[config.mk]
export PLATFORM = sky130hd
export DESIGN_NAME = pwm_carrier_sched_flat
export DESIGN_NICKNAME = d
export VERILOG_FILES = /design/src/rtl/pwm_pkg.sv /design/src/rtl/pwm_carrier_sched_if.sv /design/src/rtl/pwm_tri_carrier.sv /design/src/rtl/pwm_carrier_sched.sv /design/src/flat_wrapper.sv
export SDC_FILE = /design/constraint.sdc
export NUM_CORES = 1
export LEC_CHECK = 0
export BUFFER_PORTS_ARGS = -buffer_cell sky130_fd_sc_hd__buf_2
export CAP_MARGIN = 20
export CORE_AREA = 5 5 102 104
export DETAILED_ROUTE_END_ITERATION = 7
export DIE_AREA = 0 0 107 109
export PLACE_DENSITY = 0.74
export REMOVE_ABC_BUFFERS = 1
export SLEW_MARGIN = 40
export SYNTH_ARGS = -nofsm -noshare
export SYNTH_HDL_FRONTEND = slang
export SYNTH_SLANG_ARGS = --single-unit
[constraint.sdc]
create_clock -name clk -period 4.3 [get_ports clk]
set_input_delay 0 -clock clk [delete_from_list [all_inputs] [get_ports clk]]
set_output_delay 0 -clock clk [all_outputs]
set_load 0.03 [all_outputs]
[src/rtl/pwm_pkg.sv]
// pwm_pkg: shared FSM state encoding, update-mode codes and default width for pwm_carrier_sched
package pwm_pkg;
  localparam int PWM_WIDTH_DEF = 16;
  typedef enum logic [1:0] {ST_IDLE = 2'b00, ST_RUN = 2'b01, ST_STOP = 2'b10} state_t;
  localparam logic [1:0] UPD_VALLEY = 2'b00;
  localparam logic [1:0] UPD_PEAK = 2'b01;
  localparam logic [1:0] UPD_BOTH = 2'b10;
  localparam logic [1:0] UPD_IMM = 2'b11;
endpackage

[src/rtl/pwm_carrier_sched_if.sv]
// pwm_carrier_sched_if: control inputs (ce, period, cmp_*_in, cmp_wr, upd_mode, run_req) and comparator-stage outputs
interface pwm_carrier_sched_if #(parameter int PWMWIDTH = 16);
  logic ce;
  logic cmp_wr;
  logic run_req;
  logic [1:0] upd_mode;
  logic [PWMWIDTH-1:0] period;
  logic [PWMWIDTH-1:0] cmp_1_in;
  logic [PWMWIDTH-1:0] cmp_2_in;
  logic [PWMWIDTH-1:0] carrier;
  logic [PWMWIDTH-1:0] compare_1;
  logic [PWMWIDTH-1:0] compare_2;
  logic en_pwm;
  logic sync_valley;
  logic sync_peak;
  logic pending;
  logic [1:0] state;
  modport master (
    output ce, cmp_wr, run_req, upd_mode, period, cmp_1_in, cmp_2_in,
    input carrier, compare_1, compare_2, en_pwm, sync_valley, sync_peak, pending, state
  );
  modport slave (
    input ce, cmp_wr, run_req, upd_mode, period, cmp_1_in, cmp_2_in,
    output carrier, compare_1, compare_2, en_pwm, sync_valley, sync_peak, pending, state
  );
endinterface

[src/rtl/pwm_tri_carrier.sv]
// pwm_tri_carrier: up/down triangle counter (clk, rst, ce, cnt, start, clr, period -> carrier, per, peak_ev, valley_ev)
module pwm_tri_carrier #(parameter int W = 16) (
  input  logic clk,
  input  logic rst,
  input  logic ce,
  input  logic cnt,
  input  logic start,
  input  logic clr,
  input  logic [W-1:0] period,
  output logic [W-1:0] carrier,
  output logic [W-1:0] per,
  output logic peak_ev,
  output logic valley_ev
);
  logic up;
  logic nup;
  logic [W-1:0] np;
  assign np = period == '0 ? W'(1) : period;
  assign peak_ev = cnt && ce && up && carrier == per;
  assign valley_ev = cnt && ce && !up && carrier == '0;
  assign nup = up ^ (peak_ev || valley_ev);
  always_ff @(posedge clk)
    if (rst || start) begin
      carrier <= '0;
      up <= 1'b1;
      per <= np;
    end else if (clr) begin
      carrier <= '0;
      up <= 1'b1;
    end else if (cnt && ce) begin
      carrier <= nup ? carrier + W'(1) : carrier - W'(1);
      up <= nup;
      if (valley_ev) per <= np;
    end
endmodule

[src/rtl/pwm_carrier_sched.sv]
// pwm_carrier_sched: carrier, shadowed compares and valley-aligned enable sequencing (clk, rst, bus slave modport)
module pwm_carrier_sched import pwm_pkg::*; #(parameter int PWMWIDTH = PWM_WIDTH_DEF) (
  input logic clk,
  input logic rst,
  pwm_carrier_sched_if.slave bus
);
  state_t st, st_n;
  logic [PWMWIDTH-1:0] carrier, per, cmp_1, cmp_2, pend_1, pend_2;
  logic pend, en, start, clr, xfer, peak_ev, valley_ev;
  pwm_tri_carrier #(.W(PWMWIDTH)) u_car (
    .clk(clk),
    .rst(rst),
    .ce(bus.ce),
    .cnt(st != ST_IDLE),
    .start(start),
    .clr(clr),
    .period(bus.period),
    .carrier(carrier),
    .per(per),
    .peak_ev(peak_ev),
    .valley_ev(valley_ev)
  );
  always_comb begin
    st_n = st;
    if (bus.ce)
      st_n = st == ST_IDLE ? (bus.run_req ? ST_RUN : ST_IDLE)
           : bus.run_req ? ST_RUN
           : (st == ST_STOP && valley_ev) ? ST_IDLE : ST_STOP;
    start = bus.ce && st == ST_IDLE && bus.run_req;
    clr = st == ST_STOP && st_n == ST_IDLE;
    xfer = pend && (bus.upd_mode == UPD_IMM || start
         || (valley_ev && (bus.upd_mode == UPD_VALLEY || bus.upd_mode == UPD_BOTH))
         || (peak_ev && (bus.upd_mode == UPD_PEAK || bus.upd_mode == UPD_BOTH)));
  end
  always_ff @(posedge clk)
    if (rst) begin
      st <= ST_IDLE;
      en <= 1'b0;
      cmp_1 <= '0;
      cmp_2 <= '0;
      pend_1 <= '0;
      pend_2 <= '0;
      pend <= 1'b0;
    end else begin
      st <= st_n;
      en <= st_n != ST_IDLE;
      if (xfer) begin
        cmp_1 <= pend_1;
        cmp_2 <= pend_2;
      end
      if (bus.cmp_wr) begin
        pend_1 <= bus.cmp_1_in;
        pend_2 <= bus.cmp_2_in;
      end
      pend <= bus.cmp_wr || (pend && !xfer);
    end
  assign bus.carrier = carrier;
  assign bus.compare_1 = cmp_1;
  assign bus.compare_2 = cmp_2;
  assign bus.en_pwm = en;
  assign bus.pending = pend;
  assign bus.state = st;
  assign bus.sync_valley = st != ST_IDLE && carrier == '0;
  assign bus.sync_peak = st != ST_IDLE && carrier == per;
endmodule

[src/flat_wrapper.sv]
// flat-port wrapper written by rule: the top's interface ports become plain ports
module pwm_carrier_sched_flat import pwm_pkg::*;
#(parameter int PWMWIDTH = PWM_WIDTH_DEF)
  (clk, rst, bus_ce, bus_cmp_wr, bus_run_req, bus_upd_mode, bus_period, bus_cmp_1_in, bus_cmp_2_in, bus_carrier, bus_compare_1, bus_compare_2, bus_en_pwm, bus_sync_valley, bus_sync_peak, bus_pending, bus_state);
  pwm_carrier_sched_if #(.PWMWIDTH(PWMWIDTH)) bus_i ();
  input logic clk;
  input logic rst;
  input wire logic [$bits(bus_i.ce)-1:0] bus_ce;
  input wire logic [$bits(bus_i.cmp_wr)-1:0] bus_cmp_wr;
  input wire logic [$bits(bus_i.run_req)-1:0] bus_run_req;
  input wire logic [$bits(bus_i.upd_mode)-1:0] bus_upd_mode;
  input wire logic [$bits(bus_i.period)-1:0] bus_period;
  input wire logic [$bits(bus_i.cmp_1_in)-1:0] bus_cmp_1_in;
  input wire logic [$bits(bus_i.cmp_2_in)-1:0] bus_cmp_2_in;
  output wire logic [$bits(bus_i.carrier)-1:0] bus_carrier;
  output wire logic [$bits(bus_i.compare_1)-1:0] bus_compare_1;
  output wire logic [$bits(bus_i.compare_2)-1:0] bus_compare_2;
  output wire logic [$bits(bus_i.en_pwm)-1:0] bus_en_pwm;
  output wire logic [$bits(bus_i.sync_valley)-1:0] bus_sync_valley;
  output wire logic [$bits(bus_i.sync_peak)-1:0] bus_sync_peak;
  output wire logic [$bits(bus_i.pending)-1:0] bus_pending;
  output wire logic [$bits(bus_i.state)-1:0] bus_state;
  assign bus_i.ce = bus_ce;
  assign bus_i.cmp_wr = bus_cmp_wr;
  assign bus_i.run_req = bus_run_req;
  assign bus_i.upd_mode = bus_upd_mode;
  assign bus_i.period = bus_period;
  assign bus_i.cmp_1_in = bus_cmp_1_in;
  assign bus_i.cmp_2_in = bus_cmp_2_in;
  assign bus_carrier = bus_i.carrier;
  assign bus_compare_1 = bus_i.compare_1;
  assign bus_compare_2 = bus_i.compare_2;
  assign bus_en_pwm = bus_i.en_pwm;
  assign bus_sync_valley = bus_i.sync_valley;
  assign bus_sync_peak = bus_i.sync_peak;
  assign bus_pending = bus_i.pending;
  assign bus_state = bus_i.state;
  pwm_carrier_sched #(.PWMWIDTH(PWMWIDTH)) u_core (.clk(clk), .rst(rst), .bus(bus_i));
endmodule
==> flow_metrics.py <==
metrics = {
    "clocking": {
        "cts_setup_buffers": 0,
        "insertion_delay_ns": 0.37,
        "clock_sink_count": 101,
        "cts_tree": "done",
        "cts-buffers-inserted": 9,
        "clk_pin_slew_ns": 0.11,
        "clockBufferDepth": 2,
        "cts_root_buffer": "clkbuf_8",
        "cts_max_level": 3,
    },
    "synthesis": {
        "synth.distinct_cells": 54,
        "synth_area_per_cell_um2": 9.669,
        "ys_ff_latch": 101,
        "synth_edf_count": 16,
        "ys_warn_count": 0,
        "synth_area_um2": 4544,
        "synth-async-reset-ratio": 0,
        "synth_flop_cell": "dfxtp_1",
        "syn_inst": 470,
        "ys_seq_area_frac": 0.4802,
    },
    "worst_setup_path": {
        "startpoint_type": "flip-flop",
        "critPathKind": "flip-flop to flip-flop",
        "cp-startpoint": "u_core.u_car.carrier[5]",
        "critPathRequiredTime_ns": 4.53,
        "cpMaxStageDelayCell": "or4_1",
        "worstPathCellList": "or4_1 -> or4_4 -> or3_4 -> nand2_4 -> inv_4 -> xor2_1 -> ha_1 -> or3_1 -> or2_2 -> nor4b_1 -> o21ai_1 -> xor2_1 -> nor2_1",
        "critical_path.max_fanout": 26,
        "r2r-start": "u_core.u_car.carrier[5]",
        "critPathCaptureType": "flip-flop",
        "crit_top_cell": "xor2_1",
        "critPathArrivalTime_ns": 4.27,
        "cpPeakStageDelay_ns": 0.54,
        "worstRegToRegCells": 13,
    },
    "power": {
        "combPwrFrac": 0.111,
        "finalPower_mw": 1.916,
        "pwr-share-clk": 0.357,
        "peakVddDrop_mv": 0.2399,
        "power.share.switching": 0.2591,
        "pwr_density_cell_nw_per_um2": 328.3,
        "power_frac_seq": 0.531,
        "netSwitchingPower_mw": 0.4964,
        "intPower_mw": 1.420,
        "p_leak_nw": 2.806,
    },
    "routing": {
        "drtIter0Drc": 218,
        "drt_wl_total_mm": 11.86,
        "vias_per_cell": 5.382,
        "drtAntennaViolNets": 0,
        "first_pass_iters": 5,
        "drc_errors": 0,
        "vias": 3870,
        "wire_per_inst_um": 16.50,
    },
    "final_layout": {
        "drive_gt1_frac": 0.2413,
        "synthToLayoutAreaGrowth_pct": 28.41,
        "insertedDiodeCount": 0,
        "layoutNonFillerInstCount": 719,
        "nNetsFinal": 660,
        "fin_area_um2": 5836,
        "fin_util": 0.6169,
    },
    "sta": {
        "worst_slew_pin_slew_ns": 0.7888,
        "relSlewSlack": 0.4741,
        "max_freq_mhz": 247.7,
        "hold_violations": 0,
        "setup_tns_ns": 0,
        "fin_worst_skew_ns": 0.01844,
        "slew_viol_final": 0,
        "setup_viol": 0,
        "fin_ws_ns": 0.2631,
        "min_period_ns": 4.037,
        "rsz0062_at_grt": "false",
        "fin_crit_sh": 0.9388,
        "holdWs_ns": 0.03003,
    },
    "floorplan": {
        "ios": 109,
        "coreArea_um2": 9459,
        "fp-row-count": 36,
        "fp.dieH_um": 109,
        "die_w_um": 107,
        "die_area_um2": 11660,
        "initial_core_util": 0.4804,
    },
    "placed_design": {
        "place.gp.congestion": 0.9462,
        "placed_cells": 653,
        "post-place-ws_ns": 0.3405,
        "io_buffers": 108,
        "dpl_cell_area_um2": 5096,
        "post-dp-hpwl_mm": 7.653,
    },
    "grt": {
        "grt_start_max_net_pins": 72,
        "grt_antenna_before_repair": 0,
        "overflow": 0,
        "grt_usage": 0.2081,
        "grt_first_pass_wirelength_mm": 19.31,
        "grt_pass1_vias": 3955,
    },
    "flow_run": {
        "drv_cap": 0,
    },
    "min_path": {
        "min_path_cells": 3,
        "hold_class": "primary input to flip-flop",
        "min-delay-start": "bus_ce",
    },
    "status": {
        "status": "finished clean",
    },
}
==> synthesized netlist by cell type (6+ instances only) <==
library cell,number,area (µm²)
a21oi_1,13,65.06
buf_2,8,40.04
clkbuf_1,35,131.4
dfxtp_1,85,1702
edfxtp_1,16,480.5
inv_1,7,26.28
mux2i_1,69,690.7
nand2_1,18,67.56
nand3_1,6,30.03
nor2_1,86,322.8
nor3_1,9,45.04
nor4_1,15,93.84
o21ai_1,9,45.04
or3_1,6,37.54
xor2_1,23,201.4
==> power groups by stage <==
stage	clock network (mW)	registers (mW)	logic (mW)
2_1_floorplan	0	1.05	0.0829
3_3_place_gp	0	1.04	0.169
3_5_place_dp	0	1.04	0.174
4_1_cts	0.699	1.02	0.211
5_1_grt	0.737	1.02	0.233
6_report	0.684	1.02	0.213
==> timing repair <==
item                                    in CTS  in global routing
endpoints found under the setup margin       0                  1
resized for setup                            0                  1
hold buffers                                50                  0
hold endpoints to repair                    51                  0
==> sequential cells by signal, summed over array words and instances, names as in the netlist <==
signal and flops:
u_core.bus.compare_2 16, u_core.pend_1 16, u_core.bus.pending 1, u_core.bus.compare_1 16, u_core.bus.en_pwm 1, u_core.u_car.per 16
u_core.u_car.carrier 16, u_core.u_car.up 1, u_core.pend_2 16, u_core.bus.state 2
==> layer usage <==
| metal | vias up | wire length (µm) | GRT usage |
|---|---|---|---|
| li1 | 1878 | - | - |
| met1 | 1802 | 4754 | 0.2388 |
| met2 | 162 | 5915 | 0.3611 |
| met3 | 28 | 896 | 0.06276 |
| met4 | 0 | 293 | 0.08858 |
| met5 | - | 0 | 0 |
==> critical path, delay by kind of cell (launching register included) <==
kind / cells / cell delay [ns]
XOR/XNOR: 2 / 0.34
AO/OA/AOI/OAI: 1 / 0.11
flip-flops: 1 / 0.45
buffers and inverters: 1 / 0.13
adder cells (fa/ha/maj): 1 / 0.24
AND/OR/NAND/NOR: 8 / 2.64
==> area by class of cell <==
type	instances	area, µm²
clock buffers	10	148.9
clock inverters	6	86.33
fillers	776	3623
inverters	8	32.53
multi-input cells	315	2147
flip-flops and latches	101	2182
well taps	114	142.6
repair buffers	165	1096
==> layout by cell type (no fill, tap or decap), types with 2 or more instances in the layout <==
cell	count
dfxtp_1	85
dlygate4sd3_1	50
a31oi_1	2
and3_1	2
ha_1	5
o31a_1	2
nand2b_1	3
a21oi_1	13
nor3b_1	3
edfxtp_1	16
nor2_1	86
buf_2	107
nor3_1	9
nand3_1	6
o21ai_1	8
xnor2_1	3
nor4_1	15
nand2_1	18
buf_4	8
or3_1	6
clkbuf_8	9
nor2b_1	2
inv_1	7
and4_1	2
xor2_1	23
nand4_1	4
or2_2	2
inv_8	2
nor4b_1	2
a221oi_1	2
o21ai_0	4
mux2i_1	69
==> logic make-up after synthesis <==
kind of cell,count (synthesis),synth area share
fa+ha+maj,5,0.01377
mux,71,0.1578
compound gates,42,0.05837
xor+xnor,26,0.05011
simple gates,171,0.1892
flops,101,0.4802
buf+inv,54,0.05066
==> final timing paths <==
check                             to  slack (ns)
max          u_core.u_car.carrier[8]        0.26
min              u_core.bus.state[1]        0.03
max reg2reg  u_core.u_car.carrier[8]        0.26
min reg2reg        u_core.pend_1[15]        0.50
No activity file was read; power rests on OpenSTA's default activity.
